`config.mk`:
```
export PLATFORM = sky130hd
export DESIGN_NAME = mips_exec_core
export DESIGN_NICKNAME = d
export VERILOG_FILES = /design/src/rtl/mips_exec_core.sv
export SDC_FILE = /design/constraint.sdc
export NUM_CORES = 1
export LEC_CHECK = 0
export ABC_CLOCK_PERIOD_IN_PS = 15150
export CAP_MARGIN = 0
export CORE_MARGIN = 5
export CORE_UTILIZATION = 50
export CTS_CLUSTER_SIZE = 40
export DETAILED_ROUTE_END_ITERATION = 16
export PLACE_DENSITY = 0.8
export SLEW_MARGIN = 20
export SYNTH_ARGS = -nofsm -noshare
export SYNTH_HDL_FRONTEND = slang
export SYNTH_SLANG_ARGS = --single-unit
```
`constraint.sdc`:
```
create_clock -name clk -period 15.15 [get_ports clk]
set_clock_uncertainty 0.05 [all_clocks]
set_input_delay 3.03 -clock clk [delete_from_list [all_inputs] [get_ports clk]]
set_output_delay 3.03 -clock clk [all_outputs]
set_load 0.02 [all_outputs]
```
`src/rtl/mips_exec_core.sv`:
```
`default_nettype none
// ============================================================================
//  Module   : mips_exec_core
//  Brief    : Single-cycle MIPS decode/execute slice: main control, ALU
//             control, operand-B select with sign extension, 32-bit ALU and
//             a registered copy of the ALU result and zero flag.
//  Revision : 1.0 - initial release
// ============================================================================
module mips_exec_core (
    input  logic        clk,
    input  logic        rst_n,
    input  logic [31:0] i_instr,
    input  logic [31:0] i_read1,
    input  logic [31:0] i_read2,
    output logic        o_reg_dst,
    output logic        o_branch,
    output logic        o_mem_read,
    output logic        o_mem_to_reg,
    output logic        o_mem_write,
    output logic        o_alu_src,
    output logic        o_reg_write,
    output logic        o_jump,
    output logic [1:0]  o_alu_op,
    output logic [3:0]  o_alu_ctrl,
    output logic [4:0]  o_write_addr,
    output logic [31:0] o_imm_ext,
    output logic [31:0] o_alu_result,
    output logic        o_alu_zero,
    output logic [31:0] o_result_q,
    output logic        o_zero_q
);

    localparam logic [5:0] c_OP_RTYPE = 6'b000000;
    localparam logic [5:0] c_OP_LW    = 6'b100011;
    localparam logic [5:0] c_OP_SW    = 6'b101011;
    localparam logic [5:0] c_OP_BEQ   = 6'b000100;
    localparam logic [5:0] c_OP_ADDI  = 6'b001000;
    localparam logic [5:0] c_OP_J     = 6'b000010;

    localparam logic [3:0] c_ALU_AND  = 4'b0000;
    localparam logic [3:0] c_ALU_OR   = 4'b0001;
    localparam logic [3:0] c_ALU_ADD  = 4'b0010;
    localparam logic [3:0] c_ALU_SUB  = 4'b0110;
    localparam logic [3:0] c_ALU_SLT  = 4'b0111;
    localparam logic [3:0] c_ALU_NOR  = 4'b1100;
    localparam logic [3:0] c_ALU_BAD  = 4'b1111;

    logic [5:0]  w_opcode;
    logic [5:0]  w_funct;
    logic [31:0] w_op_b;
    logic [31:0] r_result_q;
    logic        r_zero_q;

    assign w_opcode = i_instr[31:26];
    assign w_funct  = i_instr[5:0];

    // Main control decode from the opcode; unknown opcodes leave everything low
    always_comb begin
        o_reg_dst    = 1'b0;
        o_branch     = 1'b0;
        o_mem_read   = 1'b0;
        o_mem_to_reg = 1'b0;
        o_mem_write  = 1'b0;
        o_alu_src    = 1'b0;
        o_reg_write  = 1'b0;
        o_jump       = 1'b0;
        o_alu_op     = 2'b00;
        case (w_opcode)
            c_OP_RTYPE: begin
                o_reg_dst   = 1'b1;
                o_reg_write = 1'b1;
                o_alu_op    = 2'b10;
            end
            c_OP_LW: begin
                o_alu_src    = 1'b1;
                o_mem_to_reg = 1'b1;
                o_reg_write  = 1'b1;
                o_mem_read   = 1'b1;
            end
            c_OP_SW: begin
                o_alu_src   = 1'b1;
                o_mem_write = 1'b1;
            end
            c_OP_BEQ: begin
                o_branch = 1'b1;
                o_alu_op = 2'b01;
            end
            c_OP_ADDI: begin
                o_alu_src   = 1'b1;
                o_reg_write = 1'b1;
            end
            c_OP_J: begin
                o_jump = 1'b1;
            end
            default: ;
        endcase
    end

    // ALU control: class from main control, refined by funct for R-type
    always_comb begin
        o_alu_ctrl = c_ALU_ADD;
        case (o_alu_op)
            2'b01: o_alu_ctrl = c_ALU_SUB;
            2'b10: begin
                case (w_funct)
                    6'b100000: o_alu_ctrl = c_ALU_ADD;
                    6'b100010: o_alu_ctrl = c_ALU_SUB;
                    6'b100100: o_alu_ctrl = c_ALU_AND;
                    6'b100101: o_alu_ctrl = c_ALU_OR;
                    6'b101010: o_alu_ctrl = c_ALU_SLT;
                    6'b100111: o_alu_ctrl = c_ALU_NOR;
                    default:   o_alu_ctrl = c_ALU_BAD;
                endcase
            end
            default: o_alu_ctrl = c_ALU_ADD;
        endcase
    end

    assign o_write_addr = o_reg_dst ? i_instr[15:11] : i_instr[20:16];
    assign o_imm_ext    = {{16{i_instr[15]}}, i_instr[15:0]};
    assign w_op_b       = o_alu_src ? o_imm_ext : i_read2;

    // 32-bit ALU; unsupported codes yield zero so the zero flag reads 1
    always_comb begin
        o_alu_result = 32'd0;
        case (o_alu_ctrl)
            c_ALU_AND: o_alu_result = i_read1 & w_op_b;
            c_ALU_OR:  o_alu_result = i_read1 | w_op_b;
            c_ALU_ADD: o_alu_result = i_read1 + w_op_b;
            c_ALU_SUB: o_alu_result = i_read1 - w_op_b;
            c_ALU_SLT: o_alu_result = {31'd0, ($signed(i_read1) < $signed(w_op_b))};
            c_ALU_NOR: o_alu_result = ~(i_read1 | w_op_b);
            default:   o_alu_result = 32'd0;
        endcase
    end

    assign o_alu_zero = (o_alu_result == 32'd0);

    // Registered copy of result and zero flag, cleared asynchronously
    always_ff @(posedge clk or negedge rst_n) begin
        if (!rst_n) begin
            r_result_q <= 32'd0;
            r_zero_q   <= 1'b0;
        end else begin
            r_result_q <= o_alu_result;
            r_zero_q   <= o_alu_zero;
        end
    end

    assign o_result_q = r_result_q;
    assign o_zero_q   = r_zero_q;

endmodule
`default_nettype wire

```
==> flow_summary.ini, run 1 <==
[drt]
vias = 7923
wl_mm = 24.3
dr.pass1.iters = 6
drc = 0
vias_per_cell = 5.98
postRouteAntennaNets = 0
wl_per_cell_um = 18.4
first_iter_violations = 866

[setup_path]
cp-end-kind = output port
worst_setup_path_start_kind = input pin
cp.required_ns = 12.07
crit_family = simple AND/OR/NAND/NOR gates
cp_slowest_cell = inv_1
crit_buf_inv = 5
crit_path_max_fanout = 53
crit_chain = clkdlybuf4s50_1, nor3_1, nand2_1, inv_1, ha_1, o21ai_0, a31o_1, buf_4, inv_1, nor3_1, a21oi_1, mux2i_1, o211ai_1, or3_1, or4_1, nor4_1, nand4_1, nor3_2, clkdlybuf4s50_1
slowest_delay_ns = 0.89
critPathArrivalTime_ns = 9.88
critPathKind = input pin to output port

[clock_tree]
cts_sinks = 33
postCtsResizedCells = 0
cts_hold_buf = 0
cts_root_buffer = clkbuf_16
htree_levels = 2
cts_tree = built
cts.clk_slew.worst_paths_ns = 0.06
cts_buffer_depth = 2
tritoncts.num_buffers = 5
cts_setup_buffers = 0

[die]
start_util_pct = 51.1
pin_count = 215
die_y_um = 129
core_area_mm2 = 0.0139
num_rows = 43
die_w_um = 129
die_area_mm2 = 0.0167

[place]
io_buffer_count = 209
place_inst = 1316
routabilityCongestion = 0.954
hpwlAfterDp_mm = 18.7

[grt]
antenna_found_initial = 0
grt_max_degree = 54
grt_remaining_overflow = 0
grt_pass1_vias = 7351
grt_pass1_wl_mm = 38.3
grt_usage_pct = 28.3

[power_and_ir_drop]
pwr_density_cell_mw_per_mm2 = 73.3
ir_drop_v = 0.0000586
total_leakage_power_nw = 4.21

[synthesis]
synthTopCellsByArea = ha_1, dfrtp_1, nand2_1, inv_1, nor2_1
synth-seq-cells = 33
synth_cell_type_count = 76
synth_edf_count = 0
yosys_warnings = 0
synth_nets = 1215
synth.cell_area_mm2 = 0.00712
synth_top_area_share_pct = 18.8
synth.most_common_cell = nand2_1
netlist_instances = 1008
avgSynthCellArea_um2 = 7.06
synth_seq_area_share_pct = 11.6
synth_top_area_cell = ha_1
async_flop_share_pct = 100
synth_ff_type = dfrtp_1
netlist_top_cells_count = nand2_1, ha_1, inv_1, nor2_1, o21ai_0

[sta]
fin_crit_ns = 12.96
slew_headroom_pct = 25.7
finalSetupViolCount = 0
slew_violations = 0
post-route-period-util_pct = 85.5
tightest_slew_ns = 1.11
fmax_mhz = 77.2
hold_viol = 0
rsz0062_at_grt = false
fin_tns_setup_ns = 0

[finish]
final_layout_size_suffix_gt1_share_pct = 3.23
nets = 1350
instances_no_fill = 1324
nFillCells = 1259
area_delta_synth_final_pct = 29.3
insertedDiodeCount = 0

[worst_hold_path]
holdCritPathClass = input pin to async pin

[outcome]
status = complete, no violations

[run]
drv_cap = 0
==> where the power goes <==
group	leakage, nW	internal, mW	switching, mW
combinational	3.73	0.182	0.239
clock	0.0938	0.0941	0.0458
sequential	0.389	0.108	0.00617
==> placed cells by master (no fill, tap or decap), types with 33 or more instances in the layout <==
cell type / synthesis / final
clkdlybuf4s50_1: 0 / 208
nand2_1: 138 / 138
ha_1: 107 / 107
inv_1: 93 / 93
nor2_1: 74 / 74
o21ai_0: 54 / 54
a21oi_1: 52 / 51
nor3_1: 33 / 33
dfrtp_1: 33 / 33
==> sequential cells by signal, summed over array words and instances, names as in the netlist <==
signal      count
o_zero_q        1
o_result_q     32
==> path summary, 6_finish.rpt <==
kind	start	endpoint	cells past startpoint
worst min-delay path	rst_n	o_result_q[7]$_DFF_PN0_	1
worst max-delay path	i_instr[31]	o_alu_zero	19
max in group asynchronous	rst_n	o_result_q[0]$_DFF_PN0_	1
min in group clk	i_read1[31]	o_result_q[31]$_DFF_PN0_	4
==> layer usage <==
metal  up-vias  wire [um]  part of all wire [%]  GRT usage, %
li1       3826          -                     -             -
met1      3677      10700                    44          39.3
met2       371      10900                    45          44.5
met3        49       2100                   8.6          5.32
met4         0        614                   2.5          8.46
met5         -          0                     0             0
==> metrics by stage <==
| step | util [%] | setup WS [ns] | power [mW] | hold WS, ns | instance area (um2) |
|---|---|---|---|---|---|
| floorplan | - | 4.30 | 0.358 | 2.68 | 7120 |
| global placement | 64.7 | 2.53 | 0.528 | 3.12 | 9010 |
| detailed placement | 64.7 | 2.44 | 0.530 | 3.12 | 9010 |
| CTS | 66.1 | 2.41 | 0.671 | 2.81 | 9210 |
| global route | 66.1 | 1.85 | 0.712 | 2.86 | 9210 |
| finish | 66.1 | 2.19 | 0.675 | 2.79 | 9210 |
==> cell families after synthesis <==
logic type,after synthesis,synth area share [%]
AO/OA/AOI/OAI,282,27.7
XOR/XNOR,29,3.57
adder cells (fa/ha/maj),109,19.4
buffers and inverters,182,12.0
flip-flops,33,11.6
multiplexers,5,0.879
AND/OR/NAND/NOR,368,24.9
==> final cells by class <==
type / count / area, um2 / share of cell area [%]
Multi-Input combinational cell: 793 / 5470 / 59.4
Timing Repair Buffer: 216 / 2140 / 23.2
Sequential cell: 33 / 826 / 8.97
Inverter: 94 / 353 / 3.83
Tap cell: 180 / 225 / 2.45
Clock buffer: 5 / 125 / 1.36
Clock inverter: 3 / 65.1 / 0.707
Power figures use the tool's default switching activity.
==> run 2: changes to the inputs <==
--- a/config.mk
+++ b/config.mk
@@ -9,7 +9,6 @@
 export CAP_MARGIN = 0
 export CORE_MARGIN = 5
 export CORE_UTILIZATION = 50
-export CTS_CLUSTER_SIZE = 40
 export DETAILED_ROUTE_END_ITERATION = 16
 export PLACE_DENSITY = 0.8
 export SLEW_MARGIN = 20
==> results of run 2 <==
No change in the layout: final DEF, timing and power equal those of run 1.
==> run 3: changes to the inputs <==
--- a/config.mk
+++ b/config.mk
@@ -5,13 +5,12 @@
 export SDC_FILE = /design/constraint.sdc
 export NUM_CORES = 1
 export LEC_CHECK = 0
-export ABC_CLOCK_PERIOD_IN_PS = 15150
 export CAP_MARGIN = 0
 export CORE_MARGIN = 5
 export CORE_UTILIZATION = 50
 export DETAILED_ROUTE_END_ITERATION = 16
 export PLACE_DENSITY = 0.8
-export SLEW_MARGIN = 20
+export SLEW_MARGIN = 5
 export SYNTH_ARGS = -nofsm -noshare
 export SYNTH_HDL_FRONTEND = slang
 export SYNTH_SLANG_ARGS = --single-unit
==> results of run 3 <==
No change in the layout: final DEF, timing and power equal those of run 1.
